<file path="src/rtl/mem_port_arbiter_if.sv">
// mem_port_arbiter_if
// Bundles everything between the two requesters (instruction fetch and
// load/store), the shared single-port data memory, and the arbiter.
//
// Signals, named from the arbiter's point of view:
//   i_if_req, i_if_addr                      fetch request (read only)
//   o_if_gnt, o_if_rvalid, o_if_rdata, o_if_err
//   i_ls_req, i_ls_we, i_ls_addr, i_ls_wdata  load/store request
//   o_ls_gnt, o_ls_rvalid, o_ls_rdata, o_ls_err
//   o_we, o_addr, o_wdata                    memory command port
//   i_rdata                                  memory read data (1-cycle latency)
//
// Modports:
//   slave  : the arbiter
//   master : the environment (requesters plus memory)
interface mem_port_arbiter_if #(
  parameter int ADDR_W = 32,
  parameter int DATA_W = 32
);
  logic              i_if_req;
  logic [ADDR_W-1:0] i_if_addr;
  logic              o_if_gnt;
  logic              o_if_rvalid;
  logic [DATA_W-1:0] o_if_rdata;
  logic              o_if_err;

  logic              i_ls_req;
  logic              i_ls_we;
  logic [ADDR_W-1:0] i_ls_addr;
  logic [DATA_W-1:0] i_ls_wdata;
  logic              o_ls_gnt;
  logic              o_ls_rvalid;
  logic [DATA_W-1:0] o_ls_rdata;
  logic              o_ls_err;

  logic              o_we;
  logic [ADDR_W-1:0] o_addr;
  logic [DATA_W-1:0] o_wdata;
  logic [DATA_W-1:0] i_rdata;

  modport slave (
    input  i_if_req, i_if_addr,
    output o_if_gnt, o_if_rvalid, o_if_rdata, o_if_err,
    input  i_ls_req, i_ls_we, i_ls_addr, i_ls_wdata,
    output o_ls_gnt, o_ls_rvalid, o_ls_rdata, o_ls_err,
    output o_we, o_addr, o_wdata,
    input  i_rdata
  );

  modport master (
    output i_if_req, i_if_addr,
    input  o_if_gnt, o_if_rvalid, o_if_rdata, o_if_err,
    output i_ls_req, i_ls_we, i_ls_addr, i_ls_wdata,
    input  o_ls_gnt, o_ls_rvalid, o_ls_rdata, o_ls_err,
    input  o_we, o_addr, o_wdata,
    output i_rdata
  );
endinterface

</file>
<file path="src/rtl/mem_port_arbiter.sv">
// mem_port_arbiter
// Shares one synchronous single-port data memory between instruction fetch
// (IF, read only) and the load/store unit (LS). Load/store has priority, but
// after STARVE_LIMIT consecutive IF losses IF wins the next conflict. Grants
// are combinational, so one access per cycle is possible. Read data is routed
// back to the requester that owned the grant one cycle earlier. Misaligned or
// out-of-range requests are accepted (granted) but never reach the memory;
// the requester instead sees an error pulse in the following cycle.
//
// Ports:
//   i_clk    clock, rising edge
//   i_rst_n  asynchronous active-low reset
//   bus      mem_port_arbiter_if.slave: both request ports, both response
//            ports and the memory command/read-data port
module mem_port_arbiter #(
  parameter int ADDR_W       = 32,
  parameter int DATA_W       = 32,
  parameter int MEM_WORDS    = 2048,
  parameter int STARVE_LIMIT = 4
) (
  input  logic                  i_clk,
  input  logic                  i_rst_n,
  mem_port_arbiter_if.slave     bus
);

  typedef enum logic [1:0] {
    OWNER_NONE,
    OWNER_IF,
    OWNER_LS
  } owner_e;

  localparam logic [3:0]      STARVE_MAX = 4'(STARVE_LIMIT);
  // One extra bit so the byte size of the memory is representable even when
  // it fills the whole address space.
  localparam logic [ADDR_W:0] MEM_BYTES  = (ADDR_W+1)'(MEM_WORDS * 4);

  owner_e            owner_q, owner_d;
  logic [3:0]        starve_cnt_q, starve_cnt_d;
  logic              if_err_q, if_err_d;
  logic              ls_err_q, ls_err_d;

  logic              if_gnt;
  logic              ls_gnt;
  logic [ADDR_W-1:0] gnt_addr;
  logic              gnt_legal;

  // Grant selection. Grants are held off while reset is asserted so that no
  // request is considered transferred and every output reads zero.
  always_comb begin
    if_gnt = 1'b0;
    ls_gnt = 1'b0;
    if (i_rst_n) begin
      if (bus.i_if_req && bus.i_ls_req) begin
        if (starve_cnt_q == STARVE_MAX) begin
          if_gnt = 1'b1;
        end else begin
          ls_gnt = 1'b1;
        end
      end else if (bus.i_ls_req) begin
        ls_gnt = 1'b1;
      end else if (bus.i_if_req) begin
        if_gnt = 1'b1;
      end
    end
  end

  // Legality of whichever request was granted: word aligned and inside the
  // memory. An illegal grant drives an all-zero idle command to the memory.
  always_comb begin
    gnt_addr  = ls_gnt ? bus.i_ls_addr : bus.i_if_addr;
    gnt_legal = (if_gnt || ls_gnt) &&
                (gnt_addr[1:0] == 2'b00) &&
                ({1'b0, gnt_addr} < MEM_BYTES);
  end

  // Next owner, error flags and starvation count.
  always_comb begin
    owner_d      = OWNER_NONE;
    if_err_d     = 1'b0;
    ls_err_d     = 1'b0;
    starve_cnt_d = starve_cnt_q;

    if (gnt_legal && if_gnt) begin
      owner_d = OWNER_IF;
    end else if (gnt_legal && ls_gnt && !bus.i_ls_we) begin
      owner_d = OWNER_LS;
    end

    if_err_d = if_gnt && !gnt_legal;
    ls_err_d = ls_gnt && !gnt_legal;

    if (!bus.i_if_req || if_gnt) begin
      starve_cnt_d = 4'd0;
    end else if (starve_cnt_q < STARVE_MAX) begin
      starve_cnt_d = starve_cnt_q + 4'd1;
    end
  end

  // State register; reset also drops any read that is in flight.
  always_ff @(posedge i_clk or negedge i_rst_n) begin
    if (!i_rst_n) begin
      owner_q      <= OWNER_NONE;
      starve_cnt_q <= 4'd0;
      if_err_q     <= 1'b0;
      ls_err_q     <= 1'b0;
    end else begin
      owner_q      <= owner_d;
      starve_cnt_q <= starve_cnt_d;
      if_err_q     <= if_err_d;
      ls_err_q     <= ls_err_d;
    end
  end

  assign bus.o_if_gnt    = if_gnt;
  assign bus.o_ls_gnt    = ls_gnt;

  assign bus.o_we        = gnt_legal && ls_gnt && bus.i_ls_we;
  assign bus.o_addr      = gnt_legal ? gnt_addr       : '0;
  assign bus.o_wdata     = gnt_legal ? bus.i_ls_wdata : '0;

  // The memory's read data is steered to the owner only; the other side
  // sees zero.
  assign bus.o_if_rvalid = (owner_q == OWNER_IF);
  assign bus.o_ls_rvalid = (owner_q == OWNER_LS);
  assign bus.o_if_rdata  = (owner_q == OWNER_IF) ? bus.i_rdata : '0;
  assign bus.o_ls_rdata  = (owner_q == OWNER_LS) ? bus.i_rdata : '0;

  assign bus.o_if_err    = if_err_q;
  assign bus.o_ls_err    = ls_err_q;

endmodule

</file>
<file path="src/flat_wrapper.sv">
// flat-port wrapper written by rule: the top's interface ports become plain ports
module mem_port_arbiter_flat 
#(
  parameter int ADDR_W       = 32,
  parameter int DATA_W       = 32,
  parameter int MEM_WORDS    = 2048,
  parameter int STARVE_LIMIT = 4
)
  (i_clk, i_rst_n, bus_i_if_req, bus_i_if_addr, bus_o_if_gnt, bus_o_if_rvalid, bus_o_if_rdata, bus_o_if_err, bus_i_ls_req, bus_i_ls_we, bus_i_ls_addr, bus_i_ls_wdata, bus_o_ls_gnt, bus_o_ls_rvalid, bus_o_ls_rdata, bus_o_ls_err, bus_o_we, bus_o_addr, bus_o_wdata, bus_i_rdata);
  mem_port_arbiter_if #(.ADDR_W(ADDR_W), .DATA_W(DATA_W)) bus_i ();
  input  logic i_clk;
  input  logic i_rst_n;
  input wire logic [$bits(bus_i.i_if_req)-1:0] bus_i_if_req;
  input wire logic [$bits(bus_i.i_if_addr)-1:0] bus_i_if_addr;
  output wire logic [$bits(bus_i.o_if_gnt)-1:0] bus_o_if_gnt;
  output wire logic [$bits(bus_i.o_if_rvalid)-1:0] bus_o_if_rvalid;
  output wire logic [$bits(bus_i.o_if_rdata)-1:0] bus_o_if_rdata;
  output wire logic [$bits(bus_i.o_if_err)-1:0] bus_o_if_err;
  input wire logic [$bits(bus_i.i_ls_req)-1:0] bus_i_ls_req;
  input wire logic [$bits(bus_i.i_ls_we)-1:0] bus_i_ls_we;
  input wire logic [$bits(bus_i.i_ls_addr)-1:0] bus_i_ls_addr;
  input wire logic [$bits(bus_i.i_ls_wdata)-1:0] bus_i_ls_wdata;
  output wire logic [$bits(bus_i.o_ls_gnt)-1:0] bus_o_ls_gnt;
  output wire logic [$bits(bus_i.o_ls_rvalid)-1:0] bus_o_ls_rvalid;
  output wire logic [$bits(bus_i.o_ls_rdata)-1:0] bus_o_ls_rdata;
  output wire logic [$bits(bus_i.o_ls_err)-1:0] bus_o_ls_err;
  output wire logic [$bits(bus_i.o_we)-1:0] bus_o_we;
  output wire logic [$bits(bus_i.o_addr)-1:0] bus_o_addr;
  output wire logic [$bits(bus_i.o_wdata)-1:0] bus_o_wdata;
  input wire logic [$bits(bus_i.i_rdata)-1:0] bus_i_rdata;
  assign bus_i.i_if_req = bus_i_if_req;
  assign bus_i.i_if_addr = bus_i_if_addr;
  assign bus_o_if_gnt = bus_i.o_if_gnt;
  assign bus_o_if_rvalid = bus_i.o_if_rvalid;
  assign bus_o_if_rdata = bus_i.o_if_rdata;
  assign bus_o_if_err = bus_i.o_if_err;
  assign bus_i.i_ls_req = bus_i_ls_req;
  assign bus_i.i_ls_we = bus_i_ls_we;
  assign bus_i.i_ls_addr = bus_i_ls_addr;
  assign bus_i.i_ls_wdata = bus_i_ls_wdata;
  assign bus_o_ls_gnt = bus_i.o_ls_gnt;
  assign bus_o_ls_rvalid = bus_i.o_ls_rvalid;
  assign bus_o_ls_rdata = bus_i.o_ls_rdata;
  assign bus_o_ls_err = bus_i.o_ls_err;
  assign bus_o_we = bus_i.o_we;
  assign bus_o_addr = bus_i.o_addr;
  assign bus_o_wdata = bus_i.o_wdata;
  assign bus_i.i_rdata = bus_i_rdata;
  mem_port_arbiter #(.ADDR_W(ADDR_W), .DATA_W(DATA_W), .MEM_WORDS(MEM_WORDS), .STARVE_LIMIT(STARVE_LIMIT)) u_core (.i_clk(i_clk), .i_rst_n(i_rst_n), .bus(bus_i));
endmodule
</file>
<file path="config.mk">
export PLATFORM = sky130hd
export DESIGN_NAME = mem_port_arbiter_flat
export DESIGN_NICKNAME = d
export VERILOG_FILES = /design/src/rtl/mem_port_arbiter_if.sv /design/src/rtl/mem_port_arbiter.sv /design/src/flat_wrapper.sv
export SDC_FILE = /design/constraint.sdc
export NUM_CORES = 1
export LEC_CHECK = 0
export BUFFER_PORTS_ARGS = -buffer_cell sky130_fd_sc_hd__buf_2
export CAP_MARGIN = 15
export CORE_AREA = 2 2 103 105
export DETAILED_ROUTE_END_ITERATION = 16
export DIE_AREA = 0 0 105 107
export GPL_TIMING_DRIVEN = 0
export SYNTH_ARGS = -nofsm -noshare
export SYNTH_HDL_FRONTEND = slang
export SYNTH_SLANG_ARGS = --single-unit
</file>
<file path="constraint.sdc">
create_clock -name i_clk -period 2.8 [get_ports i_clk]
set_input_delay 0.56 -clock i_clk [delete_from_list [all_inputs] [get_ports i_clk]]
set_output_delay 0.56 -clock i_clk [all_outputs]
set_load 0.02 [all_outputs]
</file>
After elaboration in Yosys (flattened, before gate mapping)
Cells that the tools add are included.
{ "word_totals": {"rom_bits": 0, "latchBits": 0, "n_memories": 0, "reg_bits": 8, "out_inout_bits": 135, "ramBits": 0} }
{ "op_classes": {"n_lt_le_gt_ge": 2, "n_shift": 0, "mul": 0, "muxes": 18, "n_eq_ne": 3, "bitwise": 0, "n_addsub": 1, "reduce_logical": 16, "n_div": 0} }
{ "op_table": {"columns": ["operator", "count"], "rows": [
  ["$mux W32", 5],
  ["$lt A32 B14 Y1 const B", 1],
  ["$logic_and A1 B1 Y1", 9],
  ["$mux W1", 9],
  ["$mux W4", 2],
  ["$add A4 B1 Y4 const B", 1],
  ["$eq A4 B3 Y1 const B", 1],
  ["$lt A4 B3 Y1 const B", 1],
  ["$mux W2", 2],
  ["$logic_not A1 Y1", 3],
  ["$eq A2 B1 Y1 const B", 1],
  ["$eq A2 B2 Y1 const B", 1],
  ["$logic_not A2 Y1", 1],
  ["$logic_or A1 B1 Y1", 2],
  ["$reduce_bool A2 Y1", 1]
]} }

Depth between registers and ports, before layout
{ "depth": {"word_depth": 12, "ltp_mapped": 8, "ltp_nobuf": 7} }

Worst setup path before layout
Ideal clock, no wire load.
{ "synth_timing": {"path_type": "in2out", "start": "input port bus_i_ls_addr[1]", "end": "output port bus_o_we", "arrival_ns": 1.908, "n_path_buf": 0, "path_slack_ns": 0.332, "path_stages": 4, "cell_sequence": "or4_4 nor3_4 a32oi_1 nor3b_1"} }
{ "synth_via": {"elab_chain_len": 6, "word_cells_on_any_way": 7} }
{ "synth_rtl": {"columns": ["item", "line", "text"], "rows": [
  ["from (decl)", "flat_wrapper.sv:21", "input wire logic [$bits(bus_i.i_ls_addr)-1:0] bus_i_ls_addr;"],
  ["$mux W32 *", "mem_port_arbiter.sv:70", "gnt_addr = ls_gnt ? bus.i_ls_addr : bus.i_if_addr;"],
  ["branches (longest 2 deep; another with $lt A32 B14 Y1)", null, null],
  ["$logic_and A1 B1 Y1 *", "mem_port_arbiter.sv:72", "(gnt_addr[1:0] == 2'b00) &&"],
  ["$logic_and A1 B1 Y1 * (2 in series)", "mem_port_arbiter.sv:117", "assign bus.o_we = gnt_legal && ls_gnt && bus.i_ls_we;"],
  ["to (decl)", "flat_wrapper.sv:27", "output wire logic [$bits(bus_i.o_we)-1:0] bus_o_we;"]
]} }
Mark *: on every way between the ends.

Final worst setup path
{ "layout_timing": {"start": "register u_core.starve_cnt_q[0]", "end": "output port bus_o_wdata[29]"} }
{ "layout_via": {"elab_chain_len": 9, "word_cells_on_any_way": 14} }
{ "layout_rtl": {"columns": ["item", "line", "text"], "rows": [
  ["from (decl)", "mem_port_arbiter.sv:38", "logic [3:0] starve_cnt_q, starve_cnt_d;"],
  ["from (signal assigned)", "mem_port_arbiter.sv:108", "starve_cnt_q <= starve_cnt_d;"],
  ["$eq A4 B3 Y1 *", "mem_port_arbiter.sv:54", "if (starve_cnt_q == STARVE_MAX) begin"],
  ["branches (longest 6 deep; another with $lt A32 B14 Y1)", null, null],
  ["$logic_and A1 B1 Y1 *", "mem_port_arbiter.sv:72", null],
  ["$mux W32 *", "mem_port_arbiter.sv:119", "assign bus.o_wdata = gnt_legal ? bus.i_ls_wdata : '0;"],
  ["to (decl)", "flat_wrapper.sv:29", "output wire logic [$bits(bus_i.o_wdata)-1:0] bus_o_wdata;"]
]} }
Marks and branches as above.

==> results <==
- The number of optimization iterations in the first detailed-route pass is 5.
- Setup violations remaining at the end of the flow were counted as 0.
- The via count of the first global-routing pass came to approximately 2300.
- In this run, synthesis produced a sequential element count of 8.
- The residual antenna-violating net count after detailed routing is 0.
- For the worst-skew pair, the clock arrives at the later sink with an insertion delay of 0.22 ns.
- The largest stage delay on the critical path is 0.36 ns.
- The worst slew slack as a fraction of its limit is 59.2%.
- The pin count of the biggest net entering global routing is 11.
- The final route contains 2571 vias.
- Data arrives at the worst endpoint at 2.17 ns.
- The number of sinks on the clock net is 8.
- The flow ran to the end, and the final reports show no timing, DRC or antenna violations.
- Summed over all layers, the global routing overflow is 0.
- The number of cells on the worst reg-to-reg path is 8.
- The final worst-path cycle share is 97.4%.
- The first global-routing pass estimated ~12 mm of wire.
- The fraction of synthesis flops using an asynchronous set or reset pin is 100%.
- The worst clock skew is around 0.0022 ns.
- The detailed-route vias per instance is 4.06.
- The die covers 11200 um^2.
- The number of top-level pins is approximately 270.
- The signal on the critical path passes through inv_1 -> ha_2 -> and3b_1 -> o211ai_2 -> inv_2 -> a32o_4 -> buf_6 -> and3_1 -> buf_2.
- Setup repair after global routing could not meet its margin everywhere.
- In this run the worst setup path begins at u_core.starve_cnt_q[0].
- After the last flow step, the layout net total stands at roughly 640.
- The sequential element share of the synthesized area is 12.9%.
- The core outline area is about 10000 um^2.
- A synthesized cell averages 6.91 um^2.
- CTS built an H-tree with a depth of 1.
- The endpoint required time on the critical path is about 2.2 ns.
- The launching element type of the critical path is a register.
- In this run the critical register-to-register path is launched from u_core.starve_cnt_q[0].
- Once placement completed, the tool counted placed cells totaling 626.
- The global placer's final weighted congestion is 0.849.
- The total count of max-transition violations in the final report is 0.
- The worst-case clock buffer depth is 2.
- The worst setup path is captured at a primary output.
- Yosys mapped the design onto 31 distinct sky130hd cell types.
- The number of hold violations in the final report is 0.
- The endpoint identified for the worst register-to-register timing path is u_core.bus.o_if_err.
- The average routed wire per standard cell is 13.0 um.
- The root buffer cell chosen for the clock tree is sky130_fd_sc_hd__clkbuf_8.
- For this run, the top clock speed supported by timing is ~370 MHz.
- During placement, the flow inserted port buffers numbering 246.
- The final HPWL from detailed placement is around 7.5 mm.
- The repair_antennas step left the layout with diodes totalling 0.
- Across the VDD grid, the largest voltage drop is 0.106 mV.
- Following the worst setup path forward leads to its endpoint at bus_o_wdata[29].
- The type of the tightest min-delay check is primary input to async pin.
- In this run the vertical extent of the chip is 107 um.
- The floorplan has 37 rows.
- The clock transition time at the flip-flop clock pins of the worst setup and hold paths is approximately 0.040 ns.
- The final wirelength is 8.26 mm.
- The register-to-register setup slack is 0.98 ns.
- The layout overhead on the synthesized area is 102%.
- The setup path with the least slack is of type register to primary output.
- The main flop type after synthesis is sky130_fd_sc_hd__dfrtp_1.
- The number of synthesized flops with an enable pin is 0.
- At the pin with the least slew margin, the transition time is 0.607 ns.
- The tool flagged a number of max-cap violations equal to 0.
- TritonCTS built the clock tree.
- The mapped netlist covers about 1500 um^2.
- Summed over all cells, the static leakage comes to 2.08 nW.
- The effective utilization at floorplan is 15.3%.
- Subtracting the final worst setup slack from the clock period gives 2.73 ns.
- The fraction of final layout cells with drive strength greater than 1 is 60.2%.
- For this design, the slowest cell found on the critical path is sky130_fd_sc_hd__a32o_4.
- The number of clock buffers inserted by TritonCTS is 3.
- The final routed DRC violation total is 0.
- The final cell count without fillers is 634.
- Counting every instance in the synthesized netlist gives 224.
- The tightest hold path in the finished design has a slack of 0.188 ns.
- In this run the horizontal extent of the chip is 105 um.
- The initial antenna violation count is 0.
- The total of warnings raised by yosys is 0.
- The maximum net fanout on the critical path is 10.
- The detailed router finished its first iteration with 124 violations.
- The power per unit of standard cell area is 148 nW/um^2.
- The total global routing track utilization is 12.9%.
cell usage after synthesis (all sizes together), types with 3 or more instances:
| master | instances | area (um^2) |
|---|---|---|
| a21oi | 15 | 75.1 |
| and2 | 64 | 400 |
| and3 | 33 | 211 |
| buf | 28 | 211 |
| clkbuf | 11 | 41.3 |
| dfrtp | 8 | 200 |
| inv | 6 | 22.5 |
| nand2 | 3 | 11.3 |
| nand3 | 23 | 115 |
| nor2 | 5 | 18.8 |
| nor3 | 3 | 26.3 |
| nor4 | 7 | 43.8 |
critical path: cells and delay by family, from the launching register on:
family / cells / cell delay (ns)
and+or+nand+nor: 2 / 0.35
buffers and inverters: 4 / 0.46
DFF: 1 / 0.35
AOI/OAI and AO/OA: 2 / 0.62
adders and majority gates: 1 / 0.18
where the power goes:
group | switching (mW) | internal, mW | total [mW] | leakage (nW)
registers | 0.00333 | 0.122 | 0.126 | 0.108
logic | 0.0959 | 0.108 | 0.204 | 1.95
clock network | 0.0414 | 0.0928 | 0.134 | 0.0216
routing by layer:
layer  vias to the layer above  wire [um]  share of wire (%)  track usage, %
li1                       1268          -                  -               -
met1                      1127       2970                 36            14.2
met2                       168       4360                 53            25.4
met3                         8        847                 10            2.49
met4                         0         87                1.1            2.95
met5                         -          0                  0               0
cell families (layout without fill, tap and decap cells):
| family | Yosys count | count (layout) | share of synthesized area [%] |
|---|---|---|---|
| and+or+nand+nor | 147 | 147 | 58.2 |
| buffers and inverters | 45 | 299 | 17.8 |
| AOI/OAI and AO/OA | 19 | 19 | 7.92 |
| DFF | 8 | 8 | 12.9 |
| adders and majority gates | 2 | 2 | 1.62 |
| other | 1 | 21 | 0.242 |
| xor gates and xnor gates | 1 | 1 | 0.566 |
| muxes | 1 | 1 | 0.728 |
stage by stage:
| stage | util, % | TNS (ns) | cell area (um^2) | total power, mW | setup WS [ns] |
|---|---|---|---|---|---|
| floorplan | - | 0 | 1620 | 0.208 | 0.332 |
| global placement | 30.0 | 0 | 3020 | 0.317 | 0.0537 |
| detailed placement | 30.0 | 0 | 3020 | 0.321 | 0.0362 |
| CTS | 30.5 | 0 | 3080 | 0.459 | 0.0106 |
| global route | 31.0 | -0.123 | 3130 | 0.497 | -0.0191 |
| finish | 31.0 | 0 | 3130 | 0.464 | 0.0720 |
sequential cells by signal (all words and copies together) (netlist names):
name,cells
u_core.owner_q,2
u_core.bus.o_ls_err,1
u_core.starve_cnt_q,4
u_core.bus.o_if_err,1
worst min path at each step:
stage | start | end | slack (ns)
6_report | i_rst_n | u_core.bus.o_if_err | 0.19
3_3_place_gp | i_rst_n | u_core.bus.o_if_err | 0.42
2_1_floorplan | i_rst_n | u_core.bus.o_if_err | 0.26
3_5_place_dp | i_rst_n | u_core.bus.o_if_err | 0.42
5_1_grt | i_rst_n | u_core.bus.o_if_err | 0.20
4_1_cts | i_rst_n | u_core.bus.o_if_err | 0.19
repair_timing:
| action | CTS | global route |
|---|---|---|
| endpoints found under the setup margin | 40 | 39 |
| resized for setup | 2 | 14 |
| buffers inserted | 0 | 4 |
| hold buffers | 0 | 0 |
| pin swaps | 0 | 2 |
| gates cloned | 0 | 1 |
cell usage in the layout (no fill, tap or decap), drive strengths merged:
cell and count:
nor2b 2, o21ai 1, and3 33, nor4 7, nand2 3, a32oi 1, nand3 23, a21oi 15
nor3b 2, a32o 1, o211ai 1, nor3 3, dfrtp 8, buf 279, inv 6, xnor2 1
nor2 5, clkbuf 14, and4 2, and3b 1, ha 2, mux2 1, or4 1, nand4b 1
and2 64, conb 21
area by class of cell:
class | count | area [um^2]
Buffer | 39 | 258
Clock buffer | 3 | 41.3
Fill cell | 1135 | 6960
Inverter | 6 | 22.5
Multi-Input combinational cell | 191 | 1160
Sequential cell | 8 | 200
Tap cell | 136 | 170
Timing Repair Buffer | 251 | 1280
Note: power is estimated with default switching activity, not from simulation.
